File: src/rtl/fifo_rr_read_arbiter.sv
// fifo_rr_read_arbiter: drains NUM_SRC first-word-fall-through source FIFOs
// into one valid/ready stream. A granted source gets up to BURST reads.
// Each word is tagged with its source index and goes through a 2-entry skid buffer.
//
// Ports:
//   i_Clk, i_Rst_L  clock, synchronous active-low reset
//   i_Empty         per-source empty flag (may include same-cycle read lookahead)
//   i_Rd_Data       per-source read data, source k at [k*WIDTH +: WIDTH]
//   o_Rd_En         registered per-source read enable, one-hot or zero
//   o_Grant         one-hot source currently holding the grant
//   o_Data, o_Src   head word of the skid buffer and its source index
//   o_DV            o_Data/o_Src valid; popped when o_DV && i_Ready
//   i_Ready         consumer ready
//
// Build option: define FIFO_ARB_STRICT_PRIORITY_EN to replace round-robin
// selection with lowest-index-first selection. Ports and timing are unchanged.
module fifo_rr_read_arbiter #(
    parameter int unsigned WIDTH   = 8,
    parameter int unsigned NUM_SRC = 4,
    parameter int unsigned BURST   = 4
) (
    input  logic                       i_Clk,
    input  logic                       i_Rst_L,
    input  logic [NUM_SRC-1:0]         i_Empty,
    input  logic [NUM_SRC*WIDTH-1:0]   i_Rd_Data,
    output logic [NUM_SRC-1:0]         o_Rd_En,
    output logic [NUM_SRC-1:0]         o_Grant,
    output logic [WIDTH-1:0]           o_Data,
    output logic [$clog2(NUM_SRC)-1:0] o_Src,
    output logic                       o_DV,
    input  logic                       i_Ready
);
    localparam int unsigned SRC_W = $clog2(NUM_SRC);
    localparam int unsigned CNT_W = $clog2(BURST + 1);

    typedef enum logic [1:0] {S_IDLE, S_ARB, S_STREAM, S_RELEASE} state_t;

    state_t             r_state, w_state_next;
    logic [SRC_W-1:0]   r_rr_ptr, w_rr_ptr_next;
    logic [NUM_SRC-1:0] r_grant, w_grant_next;
    logic [NUM_SRC-1:0] r_rd_en, w_rd_en_next;
    logic [CNT_W-1:0]   r_burst_cnt, w_burst_cnt_next;
    logic [1:0]         r_occ, w_occ_next;
    logic [WIDTH-1:0]   r_head_data, w_head_data_next, r_tail_data, w_tail_data_next;
    logic [SRC_W-1:0]   r_head_src, w_head_src_next, r_tail_src, w_tail_src_next;
    logic               r_dv;

    logic               w_push, w_pop, w_any_avail, w_found, w_rd_ok;
    logic [SRC_W-1:0]   w_pick, w_cand, w_rd_idx;
    logic [WIDTH-1:0]   w_rd_word;

    // Read data arrives in the same cycle as the registered read enable
    always_comb begin
        w_rd_idx  = '0;
        w_rd_word = '0;
        for (int unsigned k = 0; k < NUM_SRC; k++) begin
            if (r_rd_en[k]) begin
                w_rd_idx  = SRC_W'(k);
                w_rd_word = i_Rd_Data[k*WIDTH +: WIDTH];
            end
        end
    end

    assign w_push      = |r_rd_en;
    assign w_pop       = r_dv & i_Ready;
    assign w_occ_next  = r_occ + 2'(w_push) - 2'(w_pop);
    assign w_any_avail = ~&i_Empty;

    // Source selection for the ARB cycle
    always_comb begin
        w_found = 1'b0;
        w_pick  = '0;
        w_cand  = '0;
`ifdef FIFO_ARB_STRICT_PRIORITY_EN
        for (int unsigned k = 0; k < NUM_SRC; k++) begin
            w_cand = SRC_W'(k);
            if (!w_found && !i_Empty[w_cand]) begin
                w_found = 1'b1;
                w_pick  = w_cand;
            end
        end
`else
        // Search starts one past the last grant and wraps at NUM_SRC-1
        for (int unsigned k = 1; k <= NUM_SRC; k++) begin
            w_cand = SRC_W'((32'(r_rr_ptr) + k) % NUM_SRC);
            if (!w_found && !i_Empty[w_cand]) begin
                w_found = 1'b1;
                w_pick  = w_cand;
            end
        end
`endif
    end

    // Next-state, grant, burst count and read issue
    always_comb begin
        w_state_next     = r_state;
        w_rr_ptr_next    = r_rr_ptr;
        w_grant_next     = r_grant;
        w_burst_cnt_next = r_burst_cnt + CNT_W'(w_push);
        w_rd_en_next     = '0;
        w_rd_ok          = 1'b0;
        case (r_state)
            S_IDLE: begin
                if (w_any_avail) w_state_next = S_ARB;
            end
            S_ARB: begin
                if (w_found) begin
                    w_grant_next     = NUM_SRC'(1) << w_pick;
                    w_rr_ptr_next    = w_pick;
                    w_burst_cnt_next = '0;
                    w_state_next     = S_STREAM;
                end else begin
                    w_state_next = S_IDLE;
                end
            end
            S_STREAM: begin
                // Issue only if the word can land in the skid buffer next cycle
                w_rd_ok = !i_Empty[r_rr_ptr] &&
                          (w_burst_cnt_next < CNT_W'(BURST)) &&
                          (w_occ_next <= 2'd1);
                if (w_rd_ok) w_rd_en_next = r_grant;
                // Leave as the last burst read is issued so the gap stays at two cycles
                if ((w_rd_ok && (w_burst_cnt_next == CNT_W'(BURST - 1))) ||
                    (w_burst_cnt_next >= CNT_W'(BURST)) ||
                    (i_Empty[r_rr_ptr] && !w_push)) begin
                    w_state_next = S_RELEASE;
                end
            end
            S_RELEASE: begin
                w_grant_next = '0;
                w_state_next = w_any_avail ? S_ARB : S_IDLE;
            end
            default: begin
                w_state_next = S_IDLE;
            end
        endcase
    end

    // Skid buffer: head feeds the outputs, tail absorbs a read during a stall
    always_comb begin
        w_head_data_next = r_head_data;
        w_head_src_next  = r_head_src;
        w_tail_data_next = r_tail_data;
        w_tail_src_next  = r_tail_src;
        case ({w_push, w_pop})
            2'b10: begin
                if (r_occ == 2'd0) begin
                    w_head_data_next = w_rd_word;
                    w_head_src_next  = w_rd_idx;
                end else begin
                    w_tail_data_next = w_rd_word;
                    w_tail_src_next  = w_rd_idx;
                end
            end
            2'b01: begin
                w_head_data_next = r_tail_data;
                w_head_src_next  = r_tail_src;
            end
            2'b11: begin
                if (r_occ == 2'd1) begin
                    w_head_data_next = w_rd_word;
                    w_head_src_next  = w_rd_idx;
                end else begin
                    w_head_data_next = r_tail_data;
                    w_head_src_next  = r_tail_src;
                    w_tail_data_next = w_rd_word;
                    w_tail_src_next  = w_rd_idx;
                end
            end
            default: begin
            end
        endcase
    end

    // State register
    always_ff @(posedge i_Clk) begin
        if (!i_Rst_L) begin
            r_state     <= S_IDLE;
            r_rr_ptr    <= SRC_W'(NUM_SRC - 1);
            r_grant     <= '0;
            r_rd_en     <= '0;
            r_burst_cnt <= '0;
            r_occ       <= '0;
            r_head_data <= '0;
            r_head_src  <= '0;
            r_tail_data <= '0;
            r_tail_src  <= '0;
            r_dv        <= 1'b0;
        end else begin
            r_state     <= w_state_next;
            r_rr_ptr    <= w_rr_ptr_next;
            r_grant     <= w_grant_next;
            r_rd_en     <= w_rd_en_next;
            r_burst_cnt <= w_burst_cnt_next;
            r_occ       <= w_occ_next;
            r_head_data <= w_head_data_next;
            r_head_src  <= w_head_src_next;
            r_tail_data <= w_tail_data_next;
            r_tail_src  <= w_tail_src_next;
            r_dv        <= (w_occ_next != 2'd0);
        end
    end

    assign o_Rd_En = r_rd_en;
    assign o_Grant = r_grant;
    assign o_Data  = r_head_data;
    assign o_Src   = r_head_src;
    assign o_DV    = r_dv;

endmodule

File: config.mk
export PLATFORM = sky130hd
export DESIGN_NAME = fifo_rr_read_arbiter
export DESIGN_NICKNAME = d
export VERILOG_FILES = /design/src/rtl/fifo_rr_read_arbiter.sv
export SDC_FILE = /design/constraint.sdc
export NUM_CORES = 1
export LEC_CHECK = 0
export CAP_MARGIN = 25
export CORE_MARGIN = 5
export CORE_UTILIZATION = 27
export CTS_CLUSTER_SIZE = 40
export DETAILED_ROUTE_END_ITERATION = 10
export GPL_TIMING_DRIVEN = 1
export RECOVER_POWER = 100
export SYNTH_ARGS = -nofsm -noshare
export SYNTH_HDL_FRONTEND = slang
export SYNTH_SLANG_ARGS = --single-unit
File: constraint.sdc
create_clock -name i_Clk -period 4.1 [get_ports i_Clk]
set_clock_uncertainty 0.05 [all_clocks]
set_input_delay 1.23 -clock i_Clk [delete_from_list [all_inputs] [get_ports i_Clk]]
set_output_delay 1.23 -clock i_Clk [all_outputs]
set_load 0.01 [all_outputs]
==> results.ini <==
[global_route]
antenna_found_initial = 0
grt_pass1_vias = 1837
grt_remaining_overflow = 0
grt_pass1_wl_um = 9030
grt_start_max_net_pins = 24
grt_usage_pct = 13.0

[sta]
fin_crit_sh_pct = 84.4
fin_setup_tns_ns = 0
min_period_ns = 3.46
slew_viol_final = 0
rsz0062_at_grt = no
worst_pin_slew_ns = 1.26
fmax_mhz = 289
slew_headroom_pct = 15.3
final-setup-viol-count = 0
final-hold-violation-count = 0

[synth]
seq_area_frac_synth_pct = 39.2
syn_avg_cell_area_um2 = 9.07
ys_async_sr_fraction_pct = 0
synth_fp_nets = 260
synthesis.instances = 214
yosysTopAreaCellShare_pct = 39.2
yosys_register_bits = 38
yosys.area.top_type = dfxtp_1
ys_types = 47
synth_area_um2 = 1940
synthFlopType = dfxtp_1
synth_edf_count = 0
ys_top_cells_by_area = dfxtp_1 39%, ha_1 4.5%, a221o_1 4.1%
ys_warn_count = 0

[clock_tree]
clkSinkCount = 38
ctsHoldBuffers = 0
post_cts_resized = 0
path_clk_slew_ns = 0.07
clock_latency_ns = 0.29
htreeDepth = 2
clock_path_buffers = 2
post-cts-setup-buffer-count = 0
cts_tree = yes
numCtsBuffers = 5
cts_root_buf = clkbuf_8

[drt]
met3_length_um = 273
routedLengthMet1_um = 2360
final_antenna_net_count = 0
routed_wl_um = 5360
drc = 0
vias = 1792
viasPerCell = 4.87
routedWlPerCell_um = 14.6
top_layer_used = met4
met2_length_um = 2640
firstDrtPassIters = 4
first_iter_violations = 68

[cells_and_area]
diodes = 0
nNetsFinal = 314
drive_gt1_share_pct = 6.32
area.growth.synth_to_final_pct = 38.0
fillers = 754
final_cell_mix = 38 x dfxtp_1, 36 x clkdlybuf4s50_1, 21 x dlygate4sd3_1
final_common_cell = dfxtp_1

[worst_setup_path]
cp.arrival_ns = 3.63
reg2reg_slack_ns = 0.76
cp-endpoint = o_Src[0]$_SDFFE_PN0P_
crit_required_ns = 4.27
critPathLaunchType = input pin
crit_fanout = 10
r2r_cells = 8
cp-end-kind = flip-flop
critical_path_class = in2reg
r2r_end = o_Src[0]$_SDFFE_PN0P_
r2r_start = o_Rd_En[3]$_SDFF_PN0_
critPathLaunch = i_Ready

[floorplanning]
core_area_um2 = 7140
dieArea_um2 = 8980
io_pins = 58
fp.dieH_um = 94.8
start_util_pct = 27.2
die_x_um = 94.8
row_count = 31

[placed_design]
port_buffers = 57
place_hpwl_um = 3900
place_congestion = 0.719

[status]
status = finished, final reports clean

[hold_path]
min_path_type = reg2reg

[power]
p_total_uw = 975
p_per_area_nw_per_um2 = 364
p_leak_uw = 0.00103
vdd_drop_max_mv = 0.0996

[job]
cap_violations = 0

[report_power, final]
| group | leakage [uW] | switching, uW | internal [uW] |
|---|---|---|---|
| sequential | 0.000308 | 26.2 | 411 |
| combinational | 0.000668 | 117 | 122 |
| clock | 0.0000575 | 130 | 170 |
[cell type report]
type | count | area, um2 | area share, %
repair buffers | 59 | 586 | 21.9
multi-input cells | 155 | 1060 | 39.7
flip-flops and latches | 38 | 761 | 28.4
inverters | 9 | 33.8 | 1.26
clock buffers | 8 | 110 | 4.11
well taps | 99 | 124 | 4.62
[metal layers]
layer / vias to the layer above / track usage, %
met4: 0 / 4.69
met1: 843 / 15.7
li1: 912 / -
met3: 7 / 3.59
met2: 30 / 21.9
met5: - / 0
[flip-flops by register name, summed over array words and instances (netlist names), named ones only]
name         flops
r_burst_cnt      3
o_DV             1
r_rr_ptr         2
r_tail_data      8
o_Grant          4
o_Rd_En          4
r_tail_src       2
o_Data           8
r_occ            2
o_Src            2
r_state          1
[cell families (layout without fill, tap and decap cells)]
logic type               after synthesis  count (layout)  share of synthesized area (%)
AO/OA/AOI/OAI                         73              73                           27.7
XOR/XNOR                               3               3                           1.35
flip-flops                            38              38                           39.2
buffers and inverters                 21              76                           5.42
multiplexers                           4               4                           2.77
adder cells (fa/ha/maj)                8               8                           5.03
AND/OR/NAND/NOR                       67              67                           18.6
[synthesized netlist by cell type (all sizes together) (3+ instances only)]
master and number:
a31oi 9, nand2 15, dfxtp 38, o21ai 15, clkbuf 5, nand2b 9, o211ai 9, nor2 14
nand3 5, a221o 8, inv 9, o2111ai 8, o31ai 3, buf 7, and3 8, ha 7
a21oi 4, a211oi 9
[worst min path at each step]
| stage | end | depth (start not counted) | startpoint |
|---|---|---|---|
| after floorplan | o_Data[1]$_SDFFE_PN0P_ | 2 | r_tail_data[1]$_SDFFE_PN0P_ |
| after global placement | o_Data[0]$_SDFFE_PN0P_ | 2 | r_tail_data[0]$_SDFFE_PN0P_ |
| after detailed placement | o_Data[0]$_SDFFE_PN0P_ | 2 | r_tail_data[0]$_SDFFE_PN0P_ |
| after CTS | o_Data[0]$_SDFFE_PN0P_ | 2 | r_tail_data[0]$_SDFFE_PN0P_ |
| after global routing | o_Data[3]$_SDFFE_PN0P_ | 2 | r_tail_data[3]$_SDFFE_PN0P_ |
| final | o_Data[0]$_SDFFE_PN0P_ | 2 | r_tail_data[0]$_SDFFE_PN0P_ |
[through the flow]
stage / instances / worst slack, ns / hold WS, ns / utilization, % / cell area, um2
3_5_place_dp: 360 / 0.705 / 0.415 / 36.1 / 2580
6_report: 368 / 0.640 / 0.421 / 37.5 / 2680
5_1_grt: 368 / 0.434 / 0.453 / 37.5 / 2680
4_1_cts: 368 / 1.01 / 0.427 / 37.7 / 2690
2_1_floorplan: 214 / 1.38 / 0.401 / - / 1940
3_3_place_gp: 360 / 0.747 / 0.409 / 36.1 / 2580
[critical path: stages]
cell and delay (ns):
dlygate4sd3_1 0.52, nand2_1 0.10, inv_1 0.14, ha_1 0.19, nor3b_1 0.05, nor3_1 0.99, a22oi_1 0.21, a21oi_1 0.19
Note: power is estimated with default switching activity, not from simulation.
